### src/rtl/pdm_capture_sequencer.sv
// pdm_capture_sequencer: latches capture config, runs the PDM converter,
// discards warm-up samples, packs bits into per-channel words (valid/ready).
// Ports: clk_i/rst_n_i (async active-low), start_i/stop_i control,
//   dual_channel_i/channel_i/clock_divisor_i/warmup_i config,
//   conv_* converter controls, pdm_data_i/pdm_valid_i/pdm_channel_i stream,
//   word_o/word_channel_o/word_valid_o/word_ready_i output, busy_o, overrun_o.
// Option macro: PDM_SEQ_OVERRUN_HALT_EN -- an overrun halts capture (to DRAIN).
module pdm_capture_sequencer #(
    parameter int WORD_WIDTH = 16
) (
    input  logic                  clk_i,
    input  logic                  rst_n_i,
    input  logic                  start_i,
    input  logic                  stop_i,
    input  logic                  dual_channel_i,
    input  logic                  channel_i,
    input  logic [6:0]            clock_divisor_i,
    input  logic [15:0]           warmup_i,
    output logic                  conv_clk_en_o,
    output logic                  conv_dual_channel_o,
    output logic                  conv_channel_o,
    output logic [6:0]            conv_clock_divisor_o,
    input  logic                  pdm_data_i,
    input  logic                  pdm_valid_i,
    input  logic                  pdm_channel_i,
    output logic [WORD_WIDTH-1:0] word_o,
    output logic                  word_channel_o,
    output logic                  word_valid_o,
    input  logic                  word_ready_i,
    output logic                  busy_o,
    output logic                  overrun_o
);

    localparam int CW = $clog2(WORD_WIDTH);
    localparam logic [CW-1:0] LAST = CW'(WORD_WIDTH - 1);

    typedef enum logic [1:0] {
        IDLE,
        WARMUP,
        CAPTURE,
        DRAIN
    } state_t;

    state_t state_q, state_d;

    logic [15:0]                 warmup_q;
    logic [15:0]                 warm_cnt_q;
    logic [1:0][WORD_WIDTH-1:0]  sr_q;
    logic [1:0][CW-1:0]          bit_cnt_q;

    logic                  accept;
    logic                  out_free;
    logic                  shift;
    logic                  load;
    logic                  set_ovf;
    logic                  start_cap;
    logic [WORD_WIDTH-1:0] new_word;

    // Events for the non-selected channel are ignored in single mode.
    assign accept   = pdm_valid_i &&
                      (conv_dual_channel_o || (pdm_channel_i == conv_channel_o));
    // Output slot can take a word if empty or being drained this cycle.
    assign out_free = !word_valid_o || word_ready_i;
    assign new_word = {sr_q[pdm_channel_i][WORD_WIDTH-2:0], pdm_data_i};

    always_ff @(posedge clk_i or negedge rst_n_i) begin
        if (!rst_n_i) begin
            state_q <= IDLE;
        end else begin
            state_q <= state_d;
        end
    end

    always_comb begin
        state_d   = state_q;
        shift     = 1'b0;
        load      = 1'b0;
        set_ovf   = 1'b0;
        start_cap = 1'b0;
        unique case (state_q)
            IDLE: begin
                if (start_i) begin
                    start_cap = 1'b1;
                    state_d   = WARMUP;
                end
            end
            WARMUP: begin
                if (stop_i) begin
                    state_d = DRAIN;
                end else if (warm_cnt_q == warmup_q) begin
                    state_d = CAPTURE;
                end
            end
            CAPTURE: begin
                // stop takes priority; a word completing now is dropped silently
                if (stop_i) begin
                    state_d = DRAIN;
                end else if (accept) begin
                    shift = 1'b1;
                    if (bit_cnt_q[pdm_channel_i] == LAST) begin
                        if (out_free) begin
                            load = 1'b1;
                        end else begin
                            set_ovf = 1'b1;
`ifdef PDM_SEQ_OVERRUN_HALT_EN
                            state_d = DRAIN;
`else
                            state_d = CAPTURE;
`endif
                        end
                    end
                end
            end
            DRAIN: begin
                if (out_free) begin
                    state_d = IDLE;
                end
            end
            default: state_d = IDLE;
        endcase
    end

    always_ff @(posedge clk_i or negedge rst_n_i) begin
        if (!rst_n_i) begin
            conv_clk_en_o        <= 1'b0;
            conv_dual_channel_o  <= 1'b0;
            conv_channel_o       <= 1'b0;
            conv_clock_divisor_o <= '0;
            warmup_q             <= '0;
            warm_cnt_q           <= '0;
            sr_q                 <= '0;
            bit_cnt_q            <= '0;
            word_o               <= '0;
            word_channel_o       <= 1'b0;
            word_valid_o         <= 1'b0;
            busy_o               <= 1'b0;
            overrun_o            <= 1'b0;
        end else begin
            // Status outputs follow the next state so they are registered.
            conv_clk_en_o <= (state_d == WARMUP) || (state_d == CAPTURE);
            busy_o        <= (state_d != IDLE);

            if (start_cap) begin
                conv_dual_channel_o  <= dual_channel_i;
                conv_channel_o       <= channel_i;
                conv_clock_divisor_o <= clock_divisor_i;
                warmup_q             <= warmup_i;
                warm_cnt_q           <= '0;
                sr_q                 <= '0;
                bit_cnt_q            <= '0;
                overrun_o            <= 1'b0;
            end

            if (state_q == WARMUP && pdm_valid_i) begin
                warm_cnt_q <= warm_cnt_q + 16'd1;
            end

            // Counter width is log2(WORD_WIDTH), so it wraps to 0 on completion.
            if (shift) begin
                sr_q[pdm_channel_i]      <= new_word;
                bit_cnt_q[pdm_channel_i] <= bit_cnt_q[pdm_channel_i] + CW'(1);
            end

            if (load) begin
                word_o         <= new_word;
                word_channel_o <= pdm_channel_i;
                word_valid_o   <= 1'b1;
            end else if (word_ready_i) begin
                word_valid_o <= 1'b0;
            end

            if (set_ovf) begin
                overrun_o <= 1'b1;
            end
        end
    end

endmodule

### config.mk
export PLATFORM = sky130hd
export DESIGN_NAME = pdm_capture_sequencer
export DESIGN_NICKNAME = d
export VERILOG_FILES = /design/src/rtl/pdm_capture_sequencer.sv
export SDC_FILE = /design/constraint.sdc
export NUM_CORES = 1
export LEC_CHECK = 0
export ABC_CLOCK_PERIOD_IN_PS = 1900
export BUFFER_PORTS_ARGS = -buffer_cell sky130_fd_sc_hd__buf_4
export CORE_MARGIN = 3
export CORE_UTILIZATION = 40
export CTS_CLUSTER_SIZE = 40
export DETAILED_ROUTE_END_ITERATION = 10
export GPL_ROUTABILITY_DRIVEN = 0
export RECOVER_POWER = 100
export SLEW_MARGIN = 10
export SYNTH_ARGS = -nofsm -noshare
export SYNTH_HDL_FRONTEND = slang
export SYNTH_SLANG_ARGS = --single-unit
### constraint.sdc
create_clock -name clk_i -period 1.9 [get_ports clk_i]
set_input_delay 0.38 -clock clk_i [delete_from_list [all_inputs] [get_ports clk_i]]
set_output_delay 0.38 -clock clk_i [all_outputs]
set_load 0.02 [all_outputs]
Word level (Yosys, flattened, before mapping)
Index checks and enable logic that the tools add are counted.
{"block": "word_totals", "word_cells": 84, "regBits": 104, "out_inout_bits": 30, "input_bits": 33}
{"block": "classes", "add_sub_neg": 2, "reduce_logical": 12, "mux": 44, "eq_ne": 8, "magnitude_cmp": 2}
{"operator": "two-way mux 32 bit", "count": 2}
{"operator": "two-way mux 16 bit", "count": 3}
{"operator": "bitwise mux 32 bit", "count": 1}
{"operator": "two-way mux 15 bit", "count": 2}
{"operator": "two-way mux 1 bit", "count": 19}
{"operator": "adder 16 x 1 -> 16 bit (second input constant)", "count": 1}
{"operator": "demux 16 bit (select 1 bit)", "count": 1}
{"operator": "== test 16 bit", "count": 1}
{"operator": "two-way mux 2 bit", "count": 8}
{"operator": "two-way mux 8 bit", "count": 2}
{"operator": "two-way mux 4 bit", "count": 3}
{"operator": "bitwise mux 8 bit", "count": 1}
{"operator": "one-hot mux 2 bit (4 select lines)", "count": 1}
{"operator": "nonzero test 2 bit", "count": 4}
{"operator": "== test 2 bit (second input constant)", "count": 3}
{"operator": "adder 4 x 1 -> 4 bit (second input constant)", "count": 1}
{"operator": "demux 4 bit (select 1 bit)", "count": 1}
{"operator": "== test 2 x 1 -> 1 bit (second input constant)", "count": 2}
{"operator": "== test 4 bit (second input constant)", "count": 1}
{"operator": "logical AND 1 bit", "count": 3}
{"operator": "logical OR 1 bit", "count": 3}
{"operator": "zero test 2 bit", "count": 1}
{"operator": "less-than comparator 1 x 2 -> 1 bit (second input constant)", "count": 1}
{"operator": "== test 1 bit", "count": 1}
{"operator": "other kinds (2)", "count": 2}

Depth between registers and ports, before layout
{"block": "logic_depth", "ltp_word": 9, "mapped_depth": 8, "mapped_depth_nobuf": 6}

Least setup slack after synthesis
No wires, ideal clock.
{"block": "synth_path", "path_type": "input to register", "startpoint": "in pdm_channel_i", "endpoint": "reg word_channel_o", "stages": 8, "slack_ns": -0.264, "arrival_ns": 2.039, "required_time_ns": 1.775, "n_path_buf": 3, "setup_ns": 0.125, "cell_sequence": "buf_2 > buf_4 > mux2_2 > ha_1 > nand2_1 > nand4b_4 > buf_6 > mux2_4"}
{"block": "synth_via", "elab_chain_cells": 7, "elab_cells_between_ends": 10, "classes_between": "2 x eq/ne; 6 x mux; 2 x reduce/logical"}
{"item": "start: declaration", "line_no": "25", "text": "input logic pdm_channel_i,"}
{"item": "two-way mux 4 bit (implied by the code) (2 in series)", "line_no": "100", "text": "if (bit_cnt_q[pdm_channel_i] == LAST) begin"}
{"item": "== test 4 bit", "line_no": "100"}
{"item": "two-way mux 1 bit", "line_no": "100"}
{"item": "two-way mux 1 bit", "line_no": "98", "text": "end else if (accept) begin"}
{"item": "two-way mux 1 bit", "line_no": "96", "text": "if (stop_i) begin"}
{"item": "two-way mux 1 bit", "line_no": "80", "text": "unique case (state_q)"}
{"item": "end signal: assignment", "line_no": "166", "text": "word_channel_o <= pdm_channel_i;"}
{"item": "end: declaration", "line_no": "27", "text": "output logic word_channel_o,"}
Parallel ways exist; a longest one is shown, timed or not. The select of a mux whose other input is x is not followed.
A chain may end at the register's enable or synchronous reset.

Worst setup path in the final report
{"block": "layout_path", "startpoint": "reg bit_cnt_q[4] in the netlist's numbering", "endpoint": "reg word_o[5]"}
{"block": "layout_via", "elab_chain_cells": 7}
{"item": "start: declaration", "line_no": "49", "text": "logic [1:0][CW-1:0] bit_cnt_q;"}
{"item": "start signal: indexed assignment", "line_no": "161", "text": "bit_cnt_q[pdm_channel_i] <= bit_cnt_q[pdm_channel_i] + CW'(1);"}
{"item": "two-way mux 4 bit (implied by the code) (2 in series)", "line_no": "100"}
{"item": "== test 4 bit", "line_no": "100"}
{"item": "two-way mux 1 bit", "line_no": "100"}
{"item": "two-way mux 1 bit", "line_no": "98"}
{"item": "two-way mux 1 bit", "line_no": "96"}
{"item": "two-way mux 1 bit", "line_no": "80"}
{"item": "end signal: assignment", "line_no": "165", "text": "word_o <= new_word;"}
{"item": "end: declaration", "line_no": "26", "text": "output logic [WORD_WIDTH-1:0] word_o,"}
No other way between the ends. The select of a mux whose other input is x is not followed.

==> summary.txt <==
Status
  • Status: finished, final reports clean

Routing
  • DRC errors left: 0
  • Wirelength, routed: 10,000 um
  • Vias: around 3,500
  • Antenna Violating Nets Remaining: 0
  • DR WL/cell: 14.3 um
  • 1st-iter DRT viols: 169
  • Drt pass-1 iters: 4
  • Number of vias per cell: slightly above 5

CTS
  • CTS Root Cell: clkbuf_16
  • Clk_lat worst skew: roughly 0.35 ns
  • Clock-pin slew on the worst setup and hold paths: about 0.070 ns
  • CTS Buffer Depth: 2
  • Num CTS Buffers: 9
  • CTS Sinks: ~100
  • CTS tree: built
  • H-tree depth: 3

Hold path
  • Worst hold-check path type: input pin to flop

GRT
  • First-pass GRT wire length: 17,100 um
  • Initial antenna violation count: 0
  • Largest net degree at the start of global routing: between 40 and 50
  • Vias in the first global route: between 3,000 and 4,000
  • Gr ovfl total: 0
  • Total track usage: roughly 16%

Setup path
  • CP Launch Type: flop
  • Endpoint type of the worst setup path: flop
  • Worst EP arrival: 2.09 ns
  • Critical Path RT: around 2.1 ns
  • Critical Path Fanout Max: 17
  • Worst setup path class: flop to flop

Placement
  • Detailed placer's ending HPWL: 6930 um
  • Setup WS pre-CTS: -0.0830 ns
  • Number of cells after detailed placement: 680
  • Post-Place Cell Area: roughly 0.0056 mm^2
  • Port Buffer Count: 62

STA
  • Max Slew Vio Count: 0
  • Worst slew pin tran: between 0.7 and 0.8 ns
  • Clock skew: 0.0106 ns
  • # setup viols final: 0
  • Final period utilization: 97.4%
  • Period minus WS final: 1.85 ns
  • Fin worst setup slack: roughly 0.050 ns
  • Final hold violation count: 0
  • Normalized max-slew margin: roughly 52%
  • RSZ-0062 raised after global routing: true
  • Max Fclk: about 540 MHz

Final layout
  • Share of cells above drive strength 1: 22.9%
  • Final Core Density: 49.7%
  • NumNets Final: between 500 and 600
  • Design Area, Final: between 0.005 and 0.006 mm^2
  • Non-Filler Instances: roughly 700
  • Area growth syn-to-layout: 20.8%
  • ANT cells: 0

Synthesis
  • Fraction of registers with async set/reset: 100%
  • Gate Count Post-Synth: 466
  • Number of synthesized flops with an enable pin: 0
  • Post-synth cell types: 47
  • Synth warn: 0
  • Sequential area share after synthesis: 53.8%
  • Mapped Nets: roughly 500
  • Main synth FF type: dfrtp_1
  • FF+latch count, synth: around 100
  • Mapped Area: between 0.004 and 0.005 mm^2
  • Syn Area/Cell: a little over 10 um^2

Floorplan
  • Placeable Area: 0.0115 mm^2
  • I/O pins: 63
  • Initial Utilization: between 40 and 50%
  • Die ar.: 0.0132 mm^2
  • Die Y: between 100 and 150 um
  • FP Rows: 39
  • Die width: about 110 um

Power
  • Leak pwr: between 2 and 3 nW
  • Maximum VDD drop: 0.759 mV
  • Pwr Density: 1080 mW/mm^2
  • Power Total: between 0.006 and 0.007 W

Flow run
  • Max-cap violations: 0
-- power by group --
group	internal [W]	leakage, nW	switching [W]
combinational	0.000641	1.27	0.000992
clock	0.000937	0.133	0.000831
sequential	0.00252	1.38	0.000270
total	0.00410	2.78	0.00209
-- cell usage after synthesis, types with 2 or more instances --
cell type	instances	share of area, %
a21oi_1	4	0.42
and3_1	3	0.40
buf_2	9	0.95
buf_4	4	0.63
clkbuf_1	9	0.71
dfrtp_1	102	54
ha_1	3	0.79
inv_1	2	0.16
mux2_2	29	6.9
mux2_4	10	3.2
mux2i_1	6	1.3
nand2_1	161	13
nand2b_1	2	0.26
nand3_1	8	0.84
nand4_1	6	0.79
nor2_1	8	0.63
nor2b_1	2	0.26
nor4_1	5	0.66
o211ai_1	4	0.63
o21ai_0	43	4.5
o22ai_1	2	0.26
o31ai_1	3	0.48
xor2_1	17	3.1
-- layout make-up --
| class | count | area, um^2 |
|---|---|---|
| clock buffers | 11 | 243 |
| clock inverters | 5 | 41.3 |
| fillers | 1108 | 5790 |
| inverters | 2 | 7.51 |
| multi-input cells | 339 | 2100 |
| flip-flops and latches | 102 | 2550 |
| well taps | 143 | 179 |
| repair buffers | 96 | 607 |
-- logic make-up (layout without fill, tap and decap cells) --
| kind of cell | Yosys count | count (layout) | share of synthesized area (%) |
|---|---|---|---|
| AOI/OAI and AO/OA | 65 | 65 | 7.97 |
| xor gates and xnor gates | 18 | 18 | 3.33 |
| adders and majority gates | 3 | 3 | 0.792 |
| buffers and inverters | 25 | 114 | 2.69 |
| DFF | 102 | 102 | 53.8 |
| muxes | 45 | 45 | 11.3 |
| and+or+nand+nor | 208 | 208 | 20.1 |
-- critical path, cell delays in order, from the launching register on --
cell      delay [ns]
dfrtp_1         0.39
mux2_1          0.32
ha_1            0.23
nand2_1         0.06
nand4b_4        0.12
buf_6           0.24
mux2_2          0.36
-- layout by cell type, fill, tap and decap left out, types with 3 or more instances in the layout --
master / instances
nand2_1: 160
dfrtp_1: 102
buf_4: 54
o21ai_0: 43
clkbuf_1: 33
mux2_2: 27
xor2_1: 17
mux2_4: 11
clkbuf_16: 9
nor2_1: 8
nand3_1: 8
nand4_1: 6
mux2i_1: 6
nor4_1: 4
a21oi_1: 4
o211ai_1: 4
clkbuf_2: 4
and3_1: 3
o31ai_1: 3
-- sequential cells by signal, indices dropped and copies added, names as in the netlist --
signal	count
overrun_o	1
bit_cnt_q	8
word_channel_o	1
word_o	16
conv_channel_o	1
state_q	2
word_valid_o	1
warmup_q	16
warm_cnt_q	16
conv_clock_divisor_o	7
busy_o	1
sr_q	30
conv_clk_en_o	1
conv_dual_channel_o	1
-- worst paths after layout --
path / from / to / slack (ns) / cells past startpoint
max: bit_cnt_q[4]$_DFF_PN0_ / word_o[5]$_DFFE_PN0P_ / 0.05 / 6
min: clock_divisor_i[3] / conv_clock_divisor_o[3]$_DFFE_PN0P_ / 0.21 / 3
max reg2reg: bit_cnt_q[4]$_DFF_PN0_ / word_o[5]$_DFFE_PN0P_ / 0.05 / 6
min reg2reg: conv_clock_divisor_o[3]$_DFFE_PN0P_ / conv_clock_divisor_o[3]$_DFFE_PN0P_ / 0.47 / 2
max in group asynchronous: rst_n_i / sr_q[24]$_DFF_PN0_ / 0.27 / 3
min in group asynchronous: rst_n_i / warmup_q[7]$_DFFE_PN0P_ / 0.62 / 2
-- through the flow --
stage	hold slack, ns	TNS [ns]
6_report	0.214	0
5_1_grt	0.211	-0.273
4_1_cts	0.198	0
3_5_place_dp	0.345	-1.35
3_3_place_gp	0.344	-0.757
2_1_floorplan	0.0844	-0.141
-- per-layer routing --
metal	vias up	GRT usage, %	routed length [um]
li1	1757	-	-
met1	1717	21.0	4650
met2	64	26.9	4850
met3	11	4.00	358
met4	0	5.63	160
met5	-	0	0
-- timing repair --
item	in CTS	in global routing
hold endpoints to repair	26	0
hold buffers	1	0
buffers inserted	0	1
endpoints found under the setup margin	2	19
cloned	0	0
resized for setup	1	5
pin swaps	0	2
Note: power is estimated with default switching activity, not from simulation.
